==> src/rtl/mem_pkg.sv <==
// Shared types for the cache-to-main_mem path: request tags, request kinds,
// block address/data containers and the per-cache controller state.
package mem_pkg;

  localparam int BLOCK_DATA_W = 128;
  localparam int BLOCK_ADDR_W = 26;

  typedef enum logic {
    ICACHE = 1'b0,
    DCACHE = 1'b1
  } cache_type_t;

  typedef enum logic {
    READ  = 1'b0,
    WRITE = 1'b1
  } req_type_t;

  typedef enum logic {
    IDLE = 1'b0,
    WAIT = 1'b1
  } mem_ctrl_state_t;

  typedef logic [BLOCK_DATA_W-1:0] block_data_t;
  typedef logic [BLOCK_ADDR_W-1:0] main_mem_block_addr_t;

endpackage

==> src/rtl/rr_arb2.sv <==
// Two-requester round-robin arbiter. Bit 0 is the icache, bit 1 the dcache.
// The priority pointer only moves on a contested grant, and then it points
// at the requester that just lost.
module rr_arb2
  import mem_pkg::*;
(
  input  logic       clk,
  input  logic       rst_aL,
  input  logic [1:0] req,
  output logic [1:0] gnt
);

  cache_type_t ptr;

  // Uncontested requests pass straight through; a tie is broken by the pointer.
  always_comb begin
    gnt = 2'b00;
    if (req == 2'b11) begin
      gnt = (ptr == ICACHE) ? 2'b01 : 2'b10;
    end else begin
      gnt = req;
    end
  end

  // Hand priority to the loser after each contested grant.
  always_ff @(posedge clk or negedge rst_aL) begin
    if (!rst_aL) begin
      ptr <= ICACHE;
    end else if (req == 2'b11) begin
      ptr <= (ptr == ICACHE) ? DCACHE : ICACHE;
    end
  end

endmodule

==> src/rtl/mem_ctrl.sv <==
// Memory controller between the L1 caches and main_mem. Arbitrates one
// outstanding block request per cache onto the single main_mem port and
// routes tagged responses back to the requesting cache.
// Optional build macro MEM_CTRL_PERF_CNT_EN adds saturating request counters.
module mem_ctrl
  import mem_pkg::*;
#(
  parameter int CNT_W = 32
) (
  input  logic                 clk,
  input  logic                 rst_aL,
  input  logic                 ic_req_valid,
  output logic                 ic_req_ready,
  input  main_mem_block_addr_t ic_req_block_addr,
  output logic                 ic_resp_valid,
  output block_data_t          ic_resp_block_data,
  input  logic                 dc_req_valid,
  output logic                 dc_req_ready,
  input  req_type_t            dc_req_type,
  input  main_mem_block_addr_t dc_req_block_addr,
  input  block_data_t          dc_req_block_data,
  output logic                 dc_resp_valid,
  output block_data_t          dc_resp_block_data,
  output logic                 mem_req_valid,
  output cache_type_t          mem_req_cache_type,
  output req_type_t            mem_req_type,
  output main_mem_block_addr_t mem_req_block_addr,
  output block_data_t          mem_req_block_data,
  input  logic                 mem_resp_valid,
  input  cache_type_t          mem_resp_cache_type,
  input  block_data_t          mem_resp_block_data,
  output logic                 err_spurious_resp
`ifdef MEM_CTRL_PERF_CNT_EN
  ,
  output logic [CNT_W-1:0]     perf_ic_rd_cnt,
  output logic [CNT_W-1:0]     perf_dc_rd_cnt,
  output logic [CNT_W-1:0]     perf_dc_wr_cnt
`endif
);

  mem_ctrl_state_t      ic_state, ic_state_nxt;
  mem_ctrl_state_t      dc_state, dc_state_nxt;
  logic [1:0]           arb_req, arb_gnt;
  logic                 ic_resp_hit, dc_resp_hit, spurious;

  logic                 req_valid_p1;
  cache_type_t          req_cache_type_p1;
  req_type_t            req_type_p1;
  main_mem_block_addr_t req_addr_p1;
  block_data_t          req_data_p1;
  logic                 ic_resp_valid_p1, dc_resp_valid_p1;
  block_data_t          ic_resp_data_p1, dc_resp_data_p1;
  logic                 err_p1;

  // Only an idle cache may compete; main_mem never stalls, so grant == accept.
  assign arb_req      = {dc_req_valid && (dc_state == IDLE),
                         ic_req_valid && (ic_state == IDLE)};
  assign ic_req_ready = arb_gnt[0];
  assign dc_req_ready = arb_gnt[1];

  rr_arb2 u_arb (
    .clk    (clk),
    .rst_aL (rst_aL),
    .req    (arb_req),
    .gnt    (arb_gnt)
  );

  assign ic_resp_hit = mem_resp_valid && (mem_resp_cache_type == ICACHE) && (ic_state == WAIT);
  assign dc_resp_hit = mem_resp_valid && (mem_resp_cache_type == DCACHE) && (dc_state == WAIT);
  assign spurious    = mem_resp_valid && !ic_resp_hit && !dc_resp_hit;

  // Per-cache state: idle until accepted, waiting until its tagged response.
  always_comb begin
    ic_state_nxt = ic_state;
    dc_state_nxt = dc_state;
    case (ic_state)
      IDLE:    if (ic_req_ready) ic_state_nxt = WAIT;
      WAIT:    if (ic_resp_hit)  ic_state_nxt = IDLE;
      default: ic_state_nxt = IDLE;
    endcase
    case (dc_state)
      IDLE:    if (dc_req_ready) dc_state_nxt = WAIT;
      WAIT:    if (dc_resp_hit)  dc_state_nxt = IDLE;
      default: dc_state_nxt = IDLE;
    endcase
  end

  // State registers for both per-cache FSMs.
  always_ff @(posedge clk or negedge rst_aL) begin
    if (!rst_aL) begin
      ic_state <= IDLE;
      dc_state <= IDLE;
    end else begin
      ic_state <= ic_state_nxt;
      dc_state <= dc_state_nxt;
    end
  end

  // p0 -> p1: register the granted request; valid is a one-cycle pulse.
  always_ff @(posedge clk or negedge rst_aL) begin
    if (!rst_aL) begin
      req_valid_p1      <= 1'b0;
      req_cache_type_p1 <= ICACHE;
      req_type_p1       <= READ;
      req_addr_p1       <= '0;
      req_data_p1       <= '0;
    end else begin
      req_valid_p1 <= ic_req_ready || dc_req_ready;
      if (dc_req_ready) begin
        req_cache_type_p1 <= DCACHE;
        req_type_p1       <= dc_req_type;
        req_addr_p1       <= dc_req_block_addr;
        req_data_p1       <= dc_req_block_data;
      end else if (ic_req_ready) begin
        req_cache_type_p1 <= ICACHE;
        req_type_p1       <= READ;
        req_addr_p1       <= ic_req_block_addr;
        req_data_p1       <= '0;
      end
    end
  end

  // p0 -> p1: register routed responses; stray responses latch the error flag.
  always_ff @(posedge clk or negedge rst_aL) begin
    if (!rst_aL) begin
      ic_resp_valid_p1 <= 1'b0;
      dc_resp_valid_p1 <= 1'b0;
      ic_resp_data_p1  <= '0;
      dc_resp_data_p1  <= '0;
      err_p1           <= 1'b0;
    end else begin
      ic_resp_valid_p1 <= ic_resp_hit;
      dc_resp_valid_p1 <= dc_resp_hit;
      if (ic_resp_hit) ic_resp_data_p1 <= mem_resp_block_data;
      if (dc_resp_hit) dc_resp_data_p1 <= mem_resp_block_data;
      if (spurious)    err_p1          <= 1'b1;
    end
  end

  assign mem_req_valid      = req_valid_p1;
  assign mem_req_cache_type = req_cache_type_p1;
  assign mem_req_type       = req_type_p1;
  assign mem_req_block_addr = req_addr_p1;
  assign mem_req_block_data = req_data_p1;
  assign ic_resp_valid      = ic_resp_valid_p1;
  assign ic_resp_block_data = ic_resp_data_p1;
  assign dc_resp_valid      = dc_resp_valid_p1;
  assign dc_resp_block_data = dc_resp_data_p1;
  assign err_spurious_resp  = err_p1;

`ifdef MEM_CTRL_PERF_CNT_EN
  function automatic logic [CNT_W-1:0] sat_inc(input logic [CNT_W-1:0] v);
    return (&v) ? v : v + 1'b1;
  endfunction

  // Count accepted requests per kind, holding at all-ones.
  always_ff @(posedge clk or negedge rst_aL) begin
    if (!rst_aL) begin
      perf_ic_rd_cnt <= '0;
      perf_dc_rd_cnt <= '0;
      perf_dc_wr_cnt <= '0;
    end else begin
      if (ic_req_ready)                          perf_ic_rd_cnt <= sat_inc(perf_ic_rd_cnt);
      if (dc_req_ready && (dc_req_type == READ))  perf_dc_rd_cnt <= sat_inc(perf_dc_rd_cnt);
      if (dc_req_ready && (dc_req_type == WRITE)) perf_dc_wr_cnt <= sat_inc(perf_dc_wr_cnt);
    end
  end
`endif

endmodule

==> config.mk <==
export PLATFORM = sky130hd
export DESIGN_NAME = mem_ctrl
export DESIGN_NICKNAME = d
export VERILOG_FILES = /design/src/rtl/mem_pkg.sv /design/src/rtl/rr_arb2.sv /design/src/rtl/mem_ctrl.sv
export SDC_FILE = /design/constraint.sdc
export NUM_CORES = 1
export LEC_CHECK = 0
export ABC_AREA = 1
export BUFFER_PORTS_ARGS = -buffer_cell sky130_fd_sc_hd__buf_4
export CAP_MARGIN = 20
export CORE_AREA = 5 5 285 287
export CTS_CLUSTER_SIZE = 10
export DETAILED_ROUTE_END_ITERATION = 8
export DIE_AREA = 0 0 290 292
export PLACE_DENSITY = 0.4
export SETUP_SLACK_MARGIN = 0.02
export SYNTH_ARGS = -nofsm -noshare
export SYNTH_HDL_FRONTEND = slang
export SYNTH_SLANG_ARGS = --single-unit
==> constraint.sdc <==
create_clock -name clk -period 1.7 [get_ports clk]
set_input_delay 0.255 -clock clk [delete_from_list [all_inputs] [get_ports clk]]
set_output_delay 0.255 -clock clk [all_outputs]
set_load 0.05 [all_outputs]
# [Word-level counts from Yosys, hierarchy flattened]
# Cells that the tools add are included.
[totals] register_bits=419 output_inout_bits=418 wordCells=45
[classes] eq_ne=1 muxes=16 bitwise_logic=3 n_reduce_logical=12
[ops] op="$mux 128" count=2
[ops] op="$mux 26" count=2
[ops] op="$logic_and 1x1->1" count=8
[ops] op="$mux 1" count=8
[ops] op="$mux 2" count=2
[ops] op="$pmux 1 s2" count=2
[ops] op="$not 1->1" count=3
[ops] op="$eq 2x2->1 const B" count=1
[ops] op="$logic_not 1->1" count=2
[ops] op="$reduce_bool 2->1" count=1
[ops] op="$logic_or 1x1->1" count=1

# [Logic depth before layout (Yosys ltp)]
# Gate-level depths: netlist of the first run.
[logic_depth] word_depth=6 depth_mapped=8

# [Modules after synthesis]
# A second synthesis of the first run with hierarchy kept.
[hier_totals] cells_unflattened=1865 area_unflattened_um2=16788.6
[modules_own_cells] module="mem_ctrl" instances=1 cells_per_inst=1855 area_each_um2=16727.3
[modules_own_cells] module="rr_arb2" instances=1 cells_per_inst=10 area_each_um2=61.3

# [Worst setup path after synthesis of the first run]
# No wires, ideal clock.
[synth_path] path_kind="register to output" start="register ic_state" end="output port ic_req_ready" t_arrival_ns=1.221 slack_ns=0.224 path_stages_with_launch=5 n_path_buf=1 cell_sequence="dfrtp_1 nor2_4 buf_2 nand2_1 inv_1"
[synth_via] elab_chain_len=4
[synth_lines] item="start, declared" line="mem_ctrl.sv:41" source="mem_ctrl_state_t ic_state, ic_state_nxt;"
[synth_lines] item="start signal, assigned" line="mem_ctrl.sv:94" source="ic_state <= ic_state_nxt;"
[synth_lines] item="$not 1->1 (*)" line="mem_ctrl.sv:57" source="ic_req_valid && (ic_state == IDLE)};"
[synth_lines] item="$logic_and 1x1->1 (*)" line="mem_ctrl.sv:57"
[synth_lines] item="$eq 2x2->1" line="rr_arb2.sv:18" source="if (req == 2'b11) begin"
[synth_lines] item="$mux 2 (*)" line="rr_arb2.sv:18"
[synth_lines] item="end, declared" line="mem_ctrl.sv:13" source="output logic ic_req_ready,"
# Mark *: on every way between the ends. The rest lies on a longest branch, timed or not.

# [Final worst setup path of the first run]
[layout_path] start="register dc_state" end="output port ic_req_ready"
[layout_via] elab_chain_len=4
[layout_lines] item="start, declared" line="mem_ctrl.sv:42" source="mem_ctrl_state_t dc_state, dc_state_nxt;"
[layout_lines] item="start signal, assigned" line="mem_ctrl.sv:95" source="dc_state <= dc_state_nxt;"
[layout_lines] item="$not 1->1"
[layout_lines] item="$logic_and 1x1->1" line="mem_ctrl.sv:56" source="assign arb_req = {dc_req_valid && (dc_state == IDLE),"
[layout_lines] item="$eq 2x2->1" line="rr_arb2.sv:18"
[layout_lines] item="$mux 2" line="rr_arb2.sv:18"
# Every way passes these cells.

==> results.md, run 1 <==
* Leakage at between 10 and 15 nW
* Vias in the first global route at between 15000 and 20000
* Synth Instances at 1728
* GRT busiest layer: met2
* Max Fanout on Critical Path at 3
* Final wirelength at 69600 um
* PnR worst setup slack at -0.135 ns
* Worst-Margin Slew at 0.431 ns
* Fmax at 0.545 GHz
* Core Area at 78400 um^2
* Hold Path Depth at 3
* Reg-to-Reg End: mem_req_block_data[77]$_DFFE_PN0P_
* Hpwl dp at 51700 um
* Dpl cells at between 3000 and 4000
* Routed Antenna Nets at 0
* Setup TNS at -0.268 ns
* Vias per cell at 3.95
* Detailed-route via count at 15309
* Worst path cell trace: inv_2, nand3_2, nand2_2, inv_1, buf_4
* GRT overflow at 0
* Total CTS buffers at 52
* Slew HR at 71.3%
* CTS Buffer Depth at 3
* Final Hold Viols at 0
* R2R setup slack at 0.09 ns
* Seq cells post-synth at 419
* Layout area overhead at 73.5%
* Critical path type: reg2out
* Status: finished, violations left
* Port Buf Inserts at between 700 and 800
* CP required at 1.44 ns
* Final Net Count at 3112
* Htree depth at 2
* Met2 usage at 28.1%
* RSZ-0062 raised after global routing: true
* Drt pass-1 iters at 4
* Pre-CTS setup slack at 0.120 ns
* Hold endpoint: ic_resp_block_data[39]$_DFFE_PN0P_
* Area post-placement at between 20000 and 25000 um^2
* Cell area after layout at 28000 um^2
* Met3 Resource Use GR at 3.80%
* Critical path arrival at 1.58 ns
* Post-synth cell types at 19
* Final slew viol count at 0
* I/O pin count at ~730
* CTS tree: done
* Clk slew on worst S/H paths at 0.06 ns
* WL/cell at between 15 and 20 um
* Hold Path Origin: mem_resp_block_data[39]
* Violated checks: negative setup slack
* Total power at roughly 63 mW
* Final period utilization at 108%
* Slowest library cell on the worst path: dfrtp_1
* Mapped cell area at 16100 um^2
* Worst vdd ir at 1.00 mV
* GP Congestion at slightly above 0.8
* Ys Warns at 0
* Chip Height at approximately 290 um
* Clk_lat worst skew at 0.58 ns
* PwrDens at 2250 nW/um^2
* DRT iter0 DRCs at 696
* Worst Hold Class: in2reg
* Share of layout cells above drive strength 1 at 31.3%
* Worst path max stage delay at 0.41 ns
* WP buf/inv at 3
* R2R cell count at 8
* Startpoint types: flop
* Post-Route Utilization at 35.7%
* Die area at approximately 85000 um^2
* CTS Sinks at 419
* Largest net degree at the start of global routing at 68
* Reg2reg start: ic_state$_DFF_PN0_
* Crit path capture type: primary output
* Fin crit period at 1.84 ns
* Max-cap violations at 0
* Tot GR Track Use at 15.7%
* Mean Syn Cell Area at 9.34 um^2
* Row count at 103
* Clock root cell: clkbuf_16
* Final Non-Filler Cells at 3876
* Die W at 290 um
* Post-route clock skew at ~0.012 ns
* Starting Density at 20.6%
* Worst path top cell family by delay: flip-flops
* Initial antenna violation count at 3
* DR DRC count at 0
* Seq/Total Area, Yosys at 65.0%
* WHS at 0.0436 ns
* Final setup fails at 2
* M1 GR Usage at between 10% and 20%
* Mapped Nets at 2043
* First-pass GRT wire length at ~100000 um
Yosys cell counts:
library cell | count | area (um^2)
a21oi_1 | 1 | 5.00
a21oi_2 | 1 | 8.76
buf_2 | 27 | 135
buf_4 | 15 | 113
buf_6 | 29 | 327
clkbuf_1 | 25 | 93.8
dfrtp_1 | 419 | 10500
inv_1 | 162 | 608
inv_2 | 4 | 15.0
nand2_1 | 727 | 2730
nand2_2 | 1 | 6.26
nand2_4 | 1 | 11.3
nand3_1 | 53 | 265
nor2_1 | 1 | 3.75
nor2_4 | 2 | 22.5
o21ai_0 | 136 | 681
o21ai_1 | 122 | 611
o21bai_1 | 1 | 7.51
xor2_1 | 1 | 8.76
flip-flops by register name, summed over array words and instances (netlist names), 26 cells and up:
name and flops:
dc_resp_block_data 128, mem_req_block_addr 26, mem_req_block_data 128, ic_resp_block_data 128
repair_timing:
item,4_1_cts,5_1_grt
cloned,1,3
pin swaps,2,0
endpoints found under the hold margin,673,0
setup buffers,4,1
gates resized for setup,12,9
setup endpoints to repair,2,50
hold buffers,312,0
cell type report:
| type | instances | area, um^2 |
|---|---|---|
| Multi-Input combinational cell | 1047 | 4400 |
| Clock inverter | 7 | 76.3 |
| Antenna cell | 2 | 5.00 |
| Fill cell | 8140 | 50400 |
| Inverter | 166 | 632 |
| Timing Repair Buffer | 1111 | 9620 |
| Sequential cell | 419 | 10500 |
| Clock buffer | 74 | 1480 |
| Tap cell | 1050 | 1310 |
routing by layer:
metal	wire (um)	vias up
li1	-	7482
met3	3970	107
met5	0	-
met1	27300	7305
met4	2180	0
met2	36100	415
placed cells by master (no fill, tap or decap), types with 30 or more instances in the layout:
master           n
buf_4          760
clkbuf_16       55
dlygate4sd3_1  312
inv_1          161
dfrtp_1        419
nand3_1         52
o21ai_1        122
nand2_1        721
buf_12          30
o21ai_0        136
power by group:
group | leakage (nW) | switching [mW] | internal [mW]
clock network | 0.752 | 4.30 | 6.10
logic | 8.81 | 25.1 | 9.95
registers | 5.27 | 2.89 | 14.7
total | 14.8 | 32.3 | 30.8
worst max path at each step:
| stage | startpoint | end | slack [ns] | depth (start not counted) |
|---|---|---|---|---|
| after detailed placement | dc_state$_DFF_PN0_ | mem_req_block_data[66]$_DFFE_PN0P_ | 0.12 | 7 |
| after global placement | dc_state$_DFF_PN0_ | mem_req_block_data[66]$_DFFE_PN0P_ | 0.09 | 7 |
| final | dc_state$_DFF_PN0_ | ic_req_ready | -0.14 | 5 |
| after CTS | dc_state$_DFF_PN0_ | ic_req_ready | -0.22 | 5 |
| after floorplan | ic_state$_DFF_PN0_ | ic_req_ready | 0.22 | 4 |
| after global routing | dc_state$_DFF_PN0_ | ic_req_ready | -0.24 | 5 |
worst register-to-register path, cell delays in order, from the launching register on:
cell     delay, ns
dfrtp_1       0.43
nor2_4        0.18
a21oi_4       0.09
buf_12        0.14
buf_4         0.14
buf_12        0.16
buf_16        0.19
nand2_1       0.11
nand2_1       0.06
cell families after synthesis:
family                    count (synthesis)  synth area share [%]
DFF                                     419                  65.0
xor gates and xnor gates                  1                0.0543
AOI/OAI and AO/OA                       261                  8.13
buffers and inverters                   262                  8.00
and+or+nand+nor                         785                  18.8
(Power assumes the default switching activity.)
==> run 2: changes to the inputs <==
- PLACE_DENSITY: 0.4 -> unset
==> run 2 against run 1 <==
The flow still finishes with violations (negative setup slack). Maximum frequency decreased by 0.74%. Die area unchanged. Setup slack got worse by 0.014 ns. Largest cell class unchanged. Core utilization increased by 0.44 points. Via count increased by 3.1%. Clock power decreased by 6%. Critical path type is now reg2reg. Non-clock buffer count increased by 28. Largest power group unchanged. Routed wire length decreased by 4.9%.
==> results.md, run 2 (synthesis results as in run 1) <==
* Status: finished, violations left (unchanged)
* Violated checks: negative setup slack (unchanged)
* Clock root cell: clkbuf_16 (unchanged)
* Final wirelength at 66200 um (was 69600 um)
* WL/cell at 17.0 um (was 17.9 um)
* Final slew viol count at 0 (unchanged)
* Final Non-Filler Cells at 3894 (was 3876)
* RSZ-0062 raised after global routing: true (unchanged)
* Final period utilization at 109% (was 108%)
* WHS at 0.0514 ns (was 0.0436 ns)
* Critical path arrival at 2.31 ns (was 1.58 ns)
* Total CTS buffers at 50 (was 52)
* Vias per cell at 4.05 (was 3.95)
* Die area at 84700 um^2 (unchanged)
* I/O pin count at 733 (unchanged)
* CTS tree: done (unchanged)
* GP Congestion at 0.852 (was 0.814)
* Max Fanout on Critical Path at 14 (was 3)
* Hold Path Origin: mem_resp_block_data[56] (was mem_resp_block_data[39])
* Row count at 103 (unchanged)
* Port Buf Inserts at 732 (unchanged)
* Critical path type: reg2reg (was reg2out)
* Routed Antenna Nets at 0 (unchanged)
* Slowest library cell on the worst path: dfrtp_1 (unchanged)
* Met3 Resource Use GR at 3.84% (was 3.80%)
* Most common cell after layout, fill and taps aside: buf_4 (unchanged)
* Clk_lat worst skew at 0.57 ns (was 0.58 ns)
* M1 GR Usage at 16.7% (was 18.6%)
* Htree depth at 2 (unchanged)
* Starting Density at 20.6% (unchanged)
* Die W at 290 um (unchanged)
* Reg2reg start: ic_state$_DFF_PN0_ (unchanged)
* DRT iter0 DRCs at 819 (was 696)
* CTS Buffer Depth at 3 (unchanged)
* Met2 usage at 24.6% (was 28.1%)
* Largest net degree at the start of global routing at 67 (was 68)
* R2R setup slack at -0.15 ns (was 0.09 ns)
* Fmax at 0.541 GHz (was 0.545 GHz)
* PwrDens at 2230 nW/um^2 (was 2250 nW/um^2)
* Worst path max stage delay at 0.42 ns (was 0.41 ns)
* Worst path cell trace: nor2_4, a21oi_4, buf_12, buf_6, buf_6, buf_12, buf_16, buf_16, nand2_2, nand2_1 (was inv_2, nand3_2, nand2_2, inv_1, buf_4)
* CP required at 2.16 ns (was 1.44 ns)
* DR DRC count at 0 (unchanged)
* R2R cell count at 10 (was 8)
* Reg-to-Reg End: mem_req_block_data[71]$_DFFE_PN0P_ (was mem_req_block_data[77]$_DFFE_PN0P_)
* Post-route clock skew at 0.0133 ns (was 0.0123 ns)
* Chip Height at 292 um (unchanged)
* Dpl cells at 3487 (was 3472)
* Leakage at 15.0 nW (was 14.8 nW)
* CTS Sinks at 419 (unchanged)
* Hold Path Depth at 3 (unchanged)
* Max-cap violations at 0 (unchanged)
* Vias in the first global route at 16277 (was 16229)
* Detailed-route via count at 15780 (was 15309)
* Clk slew on worst S/H paths at 0.06 ns (about the same)
* Hold endpoint: ic_resp_block_data[56]$_DFFE_PN0P_ (was ic_resp_block_data[39]$_DFFE_PN0P_)
* Final setup fails at 116 (was 2)
* GRT busiest layer: met2 (unchanged)
* Worst Hold Class: in2reg (unchanged)
* First-pass GRT wire length at 97000 um (was 104000 um)
* Fin crit period at 1.85 ns (was 1.84 ns)
* CP Depth at 10 (was 5)
* Worst vdd ir at 1.01 mV (was 1.00 mV)
* Startpoint types: flop (unchanged)
* Most frequent cells in the layout: 783 x buf_4, 651 x nand2_1, 419 x dfrtp_1, 311 x dlygate4sd3_1, 160 x inv_1 (was 760 x buf_4, 721 x nand2_1, 419 x dfrtp_1, 312 x dlygate4sd3_1, 161 x inv_1)
* Drt pass-1 iters at 5 (was 4)
* Fillers at 7764 (was 8140)
* GRT overflow at 0 (unchanged)
* Hpwl dp at 45900 um (was 51700 um)
* Core Area at 78400 um^2 (unchanged)
* Final Net Count at 3138 (was 3112)
* Setup TNS at -9.31 ns (was -0.268 ns)
* Pre-CTS setup slack at 0.116 ns (was 0.120 ns)
* Slew HR at 72.6% (was 71.3%)
* Share of layout cells above drive strength 1 at 34.3% (was 31.3%)
* Worst path top cell family by delay: buffers and inverters (was flip-flops)
* Worst-Margin Slew at 0.411 ns (was 0.431 ns)
* Initial antenna violation count at 1 (was 3)
* Final Hold Viols at 0 (unchanged)
* WP buf/inv at 6 (was 3)
* Tot GR Track Use at 14.3% (was 15.7%)
* PnR worst setup slack at -0.149 ns (was -0.135 ns)
* Crit path capture type: flop (was primary output)
* Layout area overhead at 75.7% (was 73.5%)
* Post-Route Utilization at 36.2% (was 35.7%)
run 2: worst max-delay path by stage:
stage	start	endpoint	slack, ns
2_1_floorplan	ic_state$_DFF_PN0_	ic_req_ready	0.22
3_5_place_dp	dc_state$_DFF_PN0_	mem_req_block_data[63]$_DFFE_PN0P_	0.12
6_report	ic_state$_DFF_PN0_	mem_req_block_data[71]$_DFFE_PN0P_	-0.15
4_1_cts	ic_state$_DFF_PN0_	dc_req_ready	-0.20
5_1_grt	ic_state$_DFF_PN0_	mem_req_block_data[108]$_DFFE_PN0P_	-0.20
3_3_place_gp	dc_state$_DFF_PN0_	mem_req_block_data[32]$_DFFE_PN0P_	0.17
run 2: metrics by stage:
| stage | power, mW | instance area (um^2) |
|---|---|---|
| after global routing | 66.1 | 28300 |
| after global placement | 51.5 | 23100 |
| after CTS | 62.6 | 27800 |
| final | 63.1 | 28300 |
| after detailed placement | 51.7 | 23100 |
| after floorplan | 39.5 | 16100 |
run 2: layout make-up:
| class | instances | area (um^2) | share of cell area, % |
|---|---|---|---|
| clock buffer | 67 | 1370 | 4.82 |
| antenna | 1 | 2.50 | 0.00883 |
| inverter | 166 | 633 | 2.23 |
| sequential | 419 | 10500 | 37.0 |
| multi-input combinational | 1047 | 4590 | 16.2 |
| clock inverter | 5 | 71.3 | 0.252 |
| tap | 1050 | 1310 | 4.63 |
| timing repair buffer | 1139 | 9890 | 34.9 |
run 2: layer usage:
metal,share of wire (%),routed length [um]
met1,39,25700
met2,49,32700
met3,7.3,4840
met4,4.4,2930
met5,0,0
run 2: what timing repair did:
| item | in CTS | in global routing |
|---|---|---|
| gates resized for setup | 13 | 93 |
| buffers inserted | 4 | 9 |
| hold buffers | 311 | 0 |
| hold endpoints to repair | 598 | 0 |
| gates cloned | 0 | 11 |
| pin swaps | 2 | 1 |
| setup endpoints to repair | 2 | 108 |
run 2: where the power goes:
part / leakage (nW) / switching, mW / internal (mW)
clock network: 0.698 / 4.12 / 5.70
registers: 5.27 / 3.00 / 14.7
logic: 9.01 / 25.2 / 10.4
run 2: worst min-delay path, stage by stage:
cell and delay, ns:
buf_4 0.15, inv_1 0.09, o21ai_1 0.07
